### config.mk
export PLATFORM = sky130hd
export DESIGN_NAME = icache_refill_ctrl
export DESIGN_NICKNAME = d
export VERILOG_FILES = /design/src/rtl/icache_refill_ctrl.sv
export SDC_FILE = /design/constraint.sdc
export NUM_CORES = 1
export LEC_CHECK = 0
export CORE_UTILIZATION = 42
export DETAILED_ROUTE_END_ITERATION = 12
export GPL_ROUTABILITY_DRIVEN = 1
export PLACE_DENSITY_LB_ADDON = 0.12
export SYNTH_ARGS = -nofsm -noshare
export SYNTH_HDL_FRONTEND = slang
export SYNTH_SLANG_ARGS = --single-unit
### constraint.sdc
create_clock -name cpu_clk -period 8.31 [get_ports cpu_clk]
set_input_delay 1.662 -clock cpu_clk [delete_from_list [all_inputs] [get_ports cpu_clk]]
set_output_delay 1.662 -clock cpu_clk [all_outputs]
set_load 0.05 [all_outputs]
### src/rtl/icache_refill_ctrl.sv
// ---------------------------------------------------------------------------
// icache_refill_ctrl
//
// Instruction-cache refill sequencer in the CPU clock domain. When the I-cache
// misses, it sends one critical-word-first line request to the AXI read
// engine. It then pops the returning 64-bit beats from the read port of the
// cross-domain data FIFO. Each beat is written into the line fill buffer at
// its wrapped beat index, and the critical (first) beat is also forwarded to
// fetch. If fetch is redirected mid-refill, the rest of the burst is drained
// and discarded so the FIFO is left empty for the next refill.
//
// Ports
//   cpu_clk, cpu_reset           clock, asynchronous active-high reset
//   miss_valid_i/addr_i/ready_o  miss request handshake (byte address)
//   ar_valid_o/addr_o/ready_i    line request to the AXI read engine
//   fifo_rd_en_o/data_i/empty_i  show-ahead data FIFO read port
//   fill_we_o/idx_o/data_o       one beat write into the line fill buffer
//   fill_done_o                  last beat of the line (same cycle as fill_we_o)
//   fill_addr_o                  line-aligned address of the line being filled
//   crit_valid_o/data_o          one-cycle critical beat forward to fetch
//   flush_i                      fetch redirect, abandon current refill
//   busy_o                       refill in progress
// ---------------------------------------------------------------------------
module icache_refill_ctrl #(
  parameter int ADDR_W     = 39,
  parameter int LINE_BEATS = 8,
  localparam int IDX_W     = $clog2(LINE_BEATS)
) (
  input  logic              cpu_clk,
  input  logic              cpu_reset,
  input  logic              miss_valid_i,
  input  logic [ADDR_W-1:0] miss_addr_i,
  output logic              miss_ready_o,
  output logic              ar_valid_o,
  output logic [ADDR_W-1:0] ar_addr_o,
  input  logic              ar_ready_i,
  output logic              fifo_rd_en_o,
  input  logic [63:0]       fifo_rd_data_i,
  input  logic              fifo_rd_empty_i,
  output logic              fill_we_o,
  output logic [IDX_W-1:0]  fill_idx_o,
  output logic [63:0]       fill_data_o,
  output logic              fill_done_o,
  output logic [ADDR_W-1:0] fill_addr_o,
  output logic              crit_valid_o,
  output logic [63:0]       crit_data_o,
  input  logic              flush_i,
  output logic              busy_o
);

  localparam logic [1:0] S_IDLE  = 2'd0;
  localparam logic [1:0] S_REQ   = 2'd1;
  localparam logic [1:0] S_DATA  = 2'd2;
  localparam logic [1:0] S_DRAIN = 2'd3;

  // Beat counter is one bit wider than the index so a full line is countable.
  localparam logic [IDX_W:0] LAST_CNT = (IDX_W+1)'(LINE_BEATS - 1);
  localparam logic [IDX_W:0] CNT_ONE  = (IDX_W+1)'(1);

  logic [1:0]        state_q, state_d;
  // Beat-granular address of the miss (byte offset within a beat dropped).
  logic [ADDR_W-4:0] addr_q, addr_d;
  logic [IDX_W:0]    cnt_q, cnt_d;
  logic              discard_q, discard_d;

  logic              fill_we_q, fill_we_d;
  logic [IDX_W-1:0]  fill_idx_q, fill_idx_d;
  logic [63:0]       fill_data_q, fill_data_d;
  logic              fill_done_q, fill_done_d;
  logic              crit_valid_q, crit_valid_d;
  logic [63:0]       crit_data_q, crit_data_d;

  logic [IDX_W-1:0]  crit_idx;
  logic              pop;
  logic              last_pop;

  // Byte offset within a beat is irrelevant to a line refill.
  logic              unused_addr_bits;
  assign unused_addr_bits = ^miss_addr_i[2:0];

  assign crit_idx = addr_q[IDX_W-1:0];

  // Combinational handshake outputs, all forced low while not in the owning state.
  assign miss_ready_o = (state_q == S_IDLE) & ~flush_i & ~cpu_reset;
  assign ar_valid_o   = (state_q == S_REQ);
  assign ar_addr_o    = {addr_q, 3'b000};
  assign fifo_rd_en_o = ((state_q == S_DATA) | (state_q == S_DRAIN)) & ~fifo_rd_empty_i;
  assign busy_o       = (state_q != S_IDLE);
  assign fill_addr_o  = {addr_q[ADDR_W-4:IDX_W], {(IDX_W+3){1'b0}}};

  assign pop      = fifo_rd_en_o;
  assign last_pop = pop & (cnt_q == LAST_CNT);

  always_comb begin
    state_d      = state_q;
    addr_d       = addr_q;
    cnt_d        = cnt_q;
    discard_d    = discard_q;
    fill_we_d    = 1'b0;
    fill_done_d  = 1'b0;
    crit_valid_d = 1'b0;
    fill_idx_d   = fill_idx_q;
    fill_data_d  = fill_data_q;
    crit_data_d  = crit_data_q;

    case (state_q)
      S_IDLE: begin
        if (miss_valid_i && miss_ready_o) begin
          addr_d    = miss_addr_i[ADDR_W-1:3];
          cnt_d     = '0;
          discard_d = 1'b0;
          state_d   = S_REQ;
        end
      end

      S_REQ: begin
        // The request cannot be withdrawn once raised; a redirect only
        // marks the burst for discard.
        if (flush_i) begin
          discard_d = 1'b1;
        end
        if (ar_ready_i) begin
          state_d = (discard_q || flush_i) ? S_DRAIN : S_DATA;
        end
      end

      S_DATA: begin
        if (pop) begin
          cnt_d = cnt_q + CNT_ONE;
          if (!flush_i) begin
            fill_we_d   = 1'b1;
            // Critical-word-first order: index wraps modulo the line.
            fill_idx_d  = crit_idx + cnt_q[IDX_W-1:0];
            fill_data_d = fifo_rd_data_i;
            if (cnt_q == '0) begin
              crit_valid_d = 1'b1;
              crit_data_d  = fifo_rd_data_i;
            end
            if (last_pop) begin
              fill_done_d = 1'b1;
              state_d     = S_IDLE;
            end
          end
        end
        // A beat popped in the flush cycle still counts toward the burst.
        if (flush_i) begin
          state_d = last_pop ? S_IDLE : S_DRAIN;
        end
      end

      S_DRAIN: begin
        if (pop) begin
          cnt_d = cnt_q + CNT_ONE;
          if (last_pop) begin
            state_d = S_IDLE;
          end
        end
      end

      default: begin
        state_d = S_IDLE;
      end
    endcase
  end

  always_ff @(posedge cpu_clk or posedge cpu_reset) begin
    if (cpu_reset) begin
      state_q      <= S_IDLE;
      addr_q       <= '0;
      cnt_q        <= '0;
      discard_q    <= 1'b0;
      fill_we_q    <= 1'b0;
      fill_idx_q   <= '0;
      fill_data_q  <= '0;
      fill_done_q  <= 1'b0;
      crit_valid_q <= 1'b0;
      crit_data_q  <= '0;
    end else begin
      state_q      <= state_d;
      addr_q       <= addr_d;
      cnt_q        <= cnt_d;
      discard_q    <= discard_d;
      fill_we_q    <= fill_we_d;
      fill_idx_q   <= fill_idx_d;
      fill_data_q  <= fill_data_d;
      fill_done_q  <= fill_done_d;
      crit_valid_q <= crit_valid_d;
      crit_data_q  <= crit_data_d;
    end
  end

  assign fill_we_o    = fill_we_q;
  assign fill_idx_o   = fill_idx_q;
  assign fill_data_o  = fill_data_q;
  assign fill_done_o  = fill_done_q;
  assign crit_valid_o = crit_valid_q;
  assign crit_data_o  = crit_data_q;

endmodule
# Word level (Yosys, flattened, before mapping)
# Cells that the tools add are included.
# Widths: inputs -> output; s select.
# op_classes
muxes,25
n_eq_ne,8
n_reduce_logical,14
n_addsub,2
n_bitwise,8
# op_table
operator,n
$mux 1,14
$mux 2,6
$reduce_and 3->1,3
$mux 4,2
$ne 2x1->1 const B,4
$pmux 2 s4,1
$pmux 4 s2,1
$reduce_bool 2->1,3
$add 4x1->4 const B,1
$and 1x1->1,4
$eq 2x2->1 const B,2
$eq 4x3->1 const B,1
$logic_not 4->1,1
$reduce_and 2->1,2
$reduce_and 4->1,1
$add 3x3->3,1
$not 1->1,3
$eq 2x1->1 const B,1
$logic_not 2->1,1
$pmux 1 s2,1
$reduce_or 2->1,1
$logic_and 1x1->1,1
$logic_or 1x1->1,1
$or 1x1->1,1
# totals
in_bits,109
wordCells,67
ff_bits,177
output_inout_bits,216

# Depth between registers and ports, before layout
# depth
word_depth,8
ltp_mapped,6
depth_no_buf,6

# Worst setup path after synthesis
# OpenSTA, ideal clock, no wires.
# synth_path
kind,input to output
start,input flush_i
end,output miss_ready_o
setup_slack_ns,3.243
cell_stages,1
t_required_ns,6.648
path_buffers,0
t_arrival_ns,3.405
path_cell_list,nor4_1
# synth_via
elab_chain_cells,3
# synth_lines
element,line,rtl
"start, declared",47,"input logic flush_i,"
$not 1->1 (no line),--,
$and 1x1->1 (2 in series),84,assign miss_ready_o = (state_q == S_IDLE) & ~flush_i & ~cpu_reset;
"end, declared",33,"output logic miss_ready_o,"
# No other way between the ends.

# Worst setup path after layout
# Same ends and word-level chain as after synthesis.

==> metrics <==
status=complete, no violations; CTS tree=yes; Post-synth EDFFs=0; initial core utilization=43.4%; adder-cell share of the synthesized area=0.794%; I/O pin count=325; CTS root buffer=clkbuf_16; CP endpoint kind=output pin; slowest cell on the critical path=clkdlybuf4s50_1; WP data arrival=3660 ps; Worst Max-Slew Pin Slew=1050 ps; Clk Latency, worst-skew pair=420 ps; kind of cell adding the most delay to the critical path=buffers and inverters; drt first pass iters=4; Hold Crit Class=reg2reg; final setup fails=0; Slowest Stage Delay on Critical Path=940 ps; gpl congestion=0.751; # rows=47; MaxCap Viol Count=0; Max Fclk=188 MHz; post-synthesis simple-gate area fraction=1.79%; Final nets=850; TritonCTS Buffers=17; Leak=4.78 nW; GRT Total Usage=19.4%; initial antenna violation count=0; number of diodes=0; Most Frequent Cell on Critical Path=clkdlybuf4s50_1; CTS Buffer Depth=2; critical path fanouts, max=5; ys async rst share=100%; mapped cell area=7250 sq um; PwrDens=460 nW/um^2; post-route ant nets=0; Area Overhead vs Synth=49.8%; Sink Count=177; RSZ-0062 raised after global routing=no; sequential-to-total area share from yosys stat=61.1%; Setup CP Type=in2out; Starting DRT DRC Count=172; largest net degree at the start of global routing=105; Die Area=17800 sq um; dpl ws=3010 ps; Post-Synth XOR/XNOR Area=0.242%; Vias=4632; Syn Area/Cell=15.9 sq um; crit path time final=5320 ps; CP startpoint kind=input pin; Synth Instances=456; IO buf count=312; Buf+Inv Stages, Crit Path=2; Compound-Gate Fraction of Synth Area=1.12%; Ys Warns=0; Area contributors post-synth=dfrtp_1 61%, mux2_2 18%, mux2_4 7.5%; main combinational cell family by area after synthesis=multiplexers; Slew Limit Fails=0; Max-slew headroom=30.2%; first-pass GRT wire length=26600 um; Synth Register Bits=177; global route overflow=0; CORE AREA=16700 sq um; die height=133 um; clock slew at reported path FFs=60 ps; Critical Path RT=6650 ps; leading area contributor after synthesis=dfrtp_1; CP Cell Sequence=clkdlybuf4s50_1 -> nor4_1 -> clkdlybuf4s50_1; main flop type after synthesis=dfrtp_1; mux contribution to synthesized area=27.6%; DIE WIDTH=133 um; vias in the first global route=4875; DRC=0; CTS Hold Bufs=0; Most Used Layer, Global Route=met2; GR Util met2=33.2%; drt wl/cell=17.6 um; Layout Skew=11.2 ps; GR Layer Usage met3=6.51%; Final WS setup=2990 ps; H-tree depth=4; met1 usage=23.3%; count of cell types in the netlist=36; Final Hold Viols=0; post-synth top area share=61.1%; post-CTS resize count=0; hpwl dp=12200 um; final setup TNS=0 ps; Setup Buffers After CTS=0; vias per cell=4.78; Routed Wire Length=17100 um; share of cells above drive strength 1=25.1%; Max IR drop VDD=0.000310 V; Tcrit/Tclk final=64.0%
==> final cells by class <==
| type | instances | area (sq um) |
|---|---|---|
| inverters | 10 | 42.5 |
| well taps | 220 | 275 |
| repair buffers | 316 | 3150 |
| fillers | 1279 | 5840 |
| flip-flops and latches | 177 | 4430 |
| clock buffers | 21 | 450 |
| clock inverters | 10 | 184 |
| multi-input cells | 215 | 2330 |
==> power breakdown <==
group,total (mW),internal [mW],switching (mW)
Sequential,1.40,1.19,0.207
Clock,0.855,0.540,0.316
Combinational,2.75,0.978,1.77
Total,5.00,2.71,2.29
==> flip-flops by register name, indices dropped and copies added, names as in the netlist <==
signal	count
crit_data_o	64
fill_we_o	1
discard_q	1
addr_q	36
fill_idx_o	3
cnt_q	4
fill_data_o	64
state_q	2
crit_valid_o	1
fill_done_o	1
==> stage by stage <==
step	utilization (%)	hold slack (ps)	cell area [sq um]	power (mW)	std cells
floorplan	-	509	7280	3.30	464
global placement	61.2	468	10200	4.13	938
detailed placement	61.2	476	10200	4.17	938
CTS	65.0	487	10900	5.05	969
global route	65.0	495	10900	5.18	969
finish	65.0	483	10900	5.00	969
==> per-layer routing <==
layer	part of all wire [%]	wire length, um	up-vias
met3	7.6	1290	16
met1	41	6950	2337
met2	50	8620	189
met4	1.3	222	0
met5	0	0	-
li1	-	-	2090
==> cell usage in the layout (no fill, tap or decap), types with 3 or more instances in the layout <==
cell               n
mux2_1            13
clkbuf_1           3
inv_1              9
nand2_1            6
clkdlybuf4s50_1  312
buf_4              4
ha_1               3
conb_1             9
bufinv_16          5
o21ai_0            7
mux2_4            36
clkbuf_16         17
dfrtp_1          177
mux2_2           116
a21oi_1            3
==> logic make-up after synthesis <==
group,count (synthesis)
flip-flops,177
multiplexers,166
buffers and inverters,72
AND/OR/NAND/NOR,20
AO/OA/AOI/OAI,14
adder cells (fa/ha/maj),4
XOR/XNOR,2
other,1
==> path summary, 6_finish.rpt <==
path                                              from                     endpoint  slack (ps)  cells after the start
min reg2reg                crit_data_o[26]$_DFFE_PP0P_  crit_data_o[26]$_DFFE_PP0P_         480                      1
min                        crit_data_o[26]$_DFFE_PP0P_  crit_data_o[26]$_DFFE_PP0P_         480                      1
min in group asynchronous                    cpu_reset        discard_q$_DFFE_PP0P_        1810                      2
max reg2reg                     state_q[0]$_DFFE_PP0P_  crit_data_o[14]$_DFFE_PP0P_        5400                      4
max                                            flush_i                 miss_ready_o        2990                      3
max in group asynchronous                    cpu_reset  fill_data_o[23]$_DFFE_PP0P_        4930                      3
==> synthesized netlist by cell type (all sizes together), types with 2 or more instances <==
| cell type | number |
|---|---|
| inv | 10 |
| ha | 3 |
| dfrtp | 177 |
| mux2 | 165 |
| nand2 | 6 |
| a21oi | 3 |
| nand3 | 2 |
| o21ai | 7 |
| xnor2 | 2 |
| clkbuf | 2 |
| buf | 60 |
Note: power is estimated with default switching activity, not from simulation.
==> edit (same flow settings) <==
Set the parameter `ADDR_W` to 35 (it was 39).
--- a/src/rtl/icache_refill_ctrl.sv
+++ b/src/rtl/icache_refill_ctrl.sv
@@ -22,7 +22,7 @@
 //   busy_o                       refill in progress
 // ---------------------------------------------------------------------------
 module icache_refill_ctrl #(
-  parameter int ADDR_W     = 39,
+  parameter int ADDR_W     = 35,
   parameter int LINE_BEATS = 8,
   localparam int IDX_W     = $clog2(LINE_BEATS)
 ) (
Ports: changed (resized ar_addr_o, fill_addr_o and miss_addr_i); port bits go from 325 to 313. The function was not compared with the original's and may differ.
==> edit against the original RTL <==
Area after synthesis decreased by 2.5%. Sequential cell count fell by 4. First-iteration DRC count decreased by 26%. Synthesized cell count shrank 2.6%. Wire length decreased by 3.8%. Worst setup slack got worse by 130 ps. Power fell by 5.0%. Fmax fell by 2.3%. Critical path type unchanged. Final area down 3.2%. Non-clock buffer count fell by 12. Critical path depth did not move. Via count decreased by 3.6%. Sequential share of layout area grew 0.40 points.
==> edit: results (changes against the original RTL) <==
- Overall Global Routing Usage: 0.193 (was 0.194)
- Post-synthesis xor/xnor area fraction: 0.00248 (was 0.00242)
- R2r setup slk: 5360 ps (was 5400 ps)
- Post-Route Skew: 11.1 ps (was 11.2 ps)
- Top cells by area, synth: dfrtp_1, mux2_2, mux2_4 (unchanged)
- Global-route wire length before repair: 25900 um (was 26600 um)
- Hold_sp: crit_data_o[18]$_DFFE_PP0P_ (was crit_data_o[26]$_DFFE_PP0P_)
- Synth top cells by count: dfrtp_1, mux2_2, buf_4 (unchanged)
- 1st-iter DRT viols: 128 (was 172)
- Drt total wl: 16400 um (was 17100 um)
- Arrival @ worst endpoint: 3790 ps (was 3660 ps)
- Worst-path clk slew: 50 ps
- Final HPWL DP: 11600 um (was 12200 um)
- Largest net degree at the start of global routing: 104 (was 105)
- Fin cells: 945 (was 969)
- Slew Limit Headroom: 0.283 (was 0.302)
- Sequential cell area fraction in the yosys report: 0.612 (was 0.611)
- Status: complete, no violations (unchanged)
- # placed instances: 918 (was 938)
- Nets: 826 (was 850)
- Port bufs: 300 (was 312)
- Syn_area_per_cell: 15.9 sq um (about the same)
- NetSw: 2190 uW (was 2290 uW)
- Proportion of synthesized area in mux cells: 0.277 (was 0.276)
- Worst r2r path cells: 4 (unchanged)
- Filler Cell Count: 1244 (was 1279)
- Via density: 4.72 (was 4.78)
- Final Wtd Congestion: 0.750 (was 0.751)
- Lkg Pwr: 0.00463 uW (was 0.00478 uW)
- Reg2reg end: crit_data_o[16]$_DFFE_PP0P_ (was crit_data_o[14]$_DFFE_PP0P_)
- Synth warn: 0 (unchanged)
- Synth Area in Compound Gates: 0.0115 (was 0.0112)
- Worst VDD drop: 0.275 mV (was 0.310 mV)
- Synth Area in Adders: 0.00814 (was 0.00794)
- Layout cells sized above 1: 0.250 (was 0.251)
- Post-CTS Resized: 0 (unchanged)
- Hold endpoint: crit_data_o[18]$_DFFE_PP0P_ (was crit_data_o[26]$_DFFE_PP0P_)
- Vias in the first global route: 4814 (was 4875)
## edit: changes by cell type in the layout (fill, tap and decap cells not counted), sizes merged
cell / change
bufinv: -3
clkdlybuf4s50: -12
clkinvlp: -1
mux2: -4
dfrtp: -4
inv: +1
clkinv: -1
## edit: logic make-up (layout without fill, tap and decap cells)
family                   Yosys count  after routing
multiplexers                     162            162
XOR/XNOR                           2              2
flip-flops                       173            173
AND/OR/NAND/NOR                   20             20
other                              1              9
AO/OA/AOI/OAI                     14             14
buffers and inverters             68            341
adder cells (fa/ha/maj)            4              4
## edit: worst max path at each step
stage	slack [ps]	startpoint	cells past startpoint	to
floorplan	1960	cpu_reset	1	addr_q[0]$_DFFE_PP0P_
global placement	2950	flush_i	3	miss_ready_o
detailed placement	2910	flush_i	3	miss_ready_o
CTS	2880	flush_i	3	miss_ready_o
global route	2730	flush_i	3	miss_ready_o
finish	2860	flush_i	3	miss_ready_o
## edit: per-layer routing
layer,vias to the layer above,wire [um],track usage
met3,18,1220,0.0730
met2,190,8200,0.331
li1,2034,-,-
met5,-,0,0
met1,2223,6740,0.224
met4,0,267,0.0581
## edit: worst reg2reg max path, delay by kind of cell (launching register included)
family,cells,cell delay [ps]
simple gates,2,1400
buf+inv,1,580
flops,1,430
mux,1,420
## edit: cell type report
| class | count | share of cell area |
|---|---|---|
| Sequential cell | 173 | 0.412 |
| Multi-Input combinational cell | 211 | 0.217 |
| Clock inverter | 6 | 0.00857 |
| Clock buffer | 21 | 0.0438 |
| Tap cell | 220 | 0.0262 |
| Inverter | 10 | 0.00405 |
| Timing Repair Buffer | 304 | 0.289 |
## edit: power by group through the flow
stage	Clock [uW]	Sequential, uW	Combinational [uW]
finish	754	1360	2630
global route	807	1400	2720
CTS	777	1360	2650
detailed placement	0	1370	2650
global placement	0	1350	2630
floorplan	0	2410	770
## edit: stage by stage
step	area [sq um]	util	hold slack, ps	worst slack (ps)
after floorplan	7100	-	512	1960
after global placement	9960	0.603	468	2950
after detailed placement	9960	0.603	477	2910
after CTS	10500	0.636	486	2880
after global routing	10500	0.636	503	2730
final	10500	0.636	482	2860
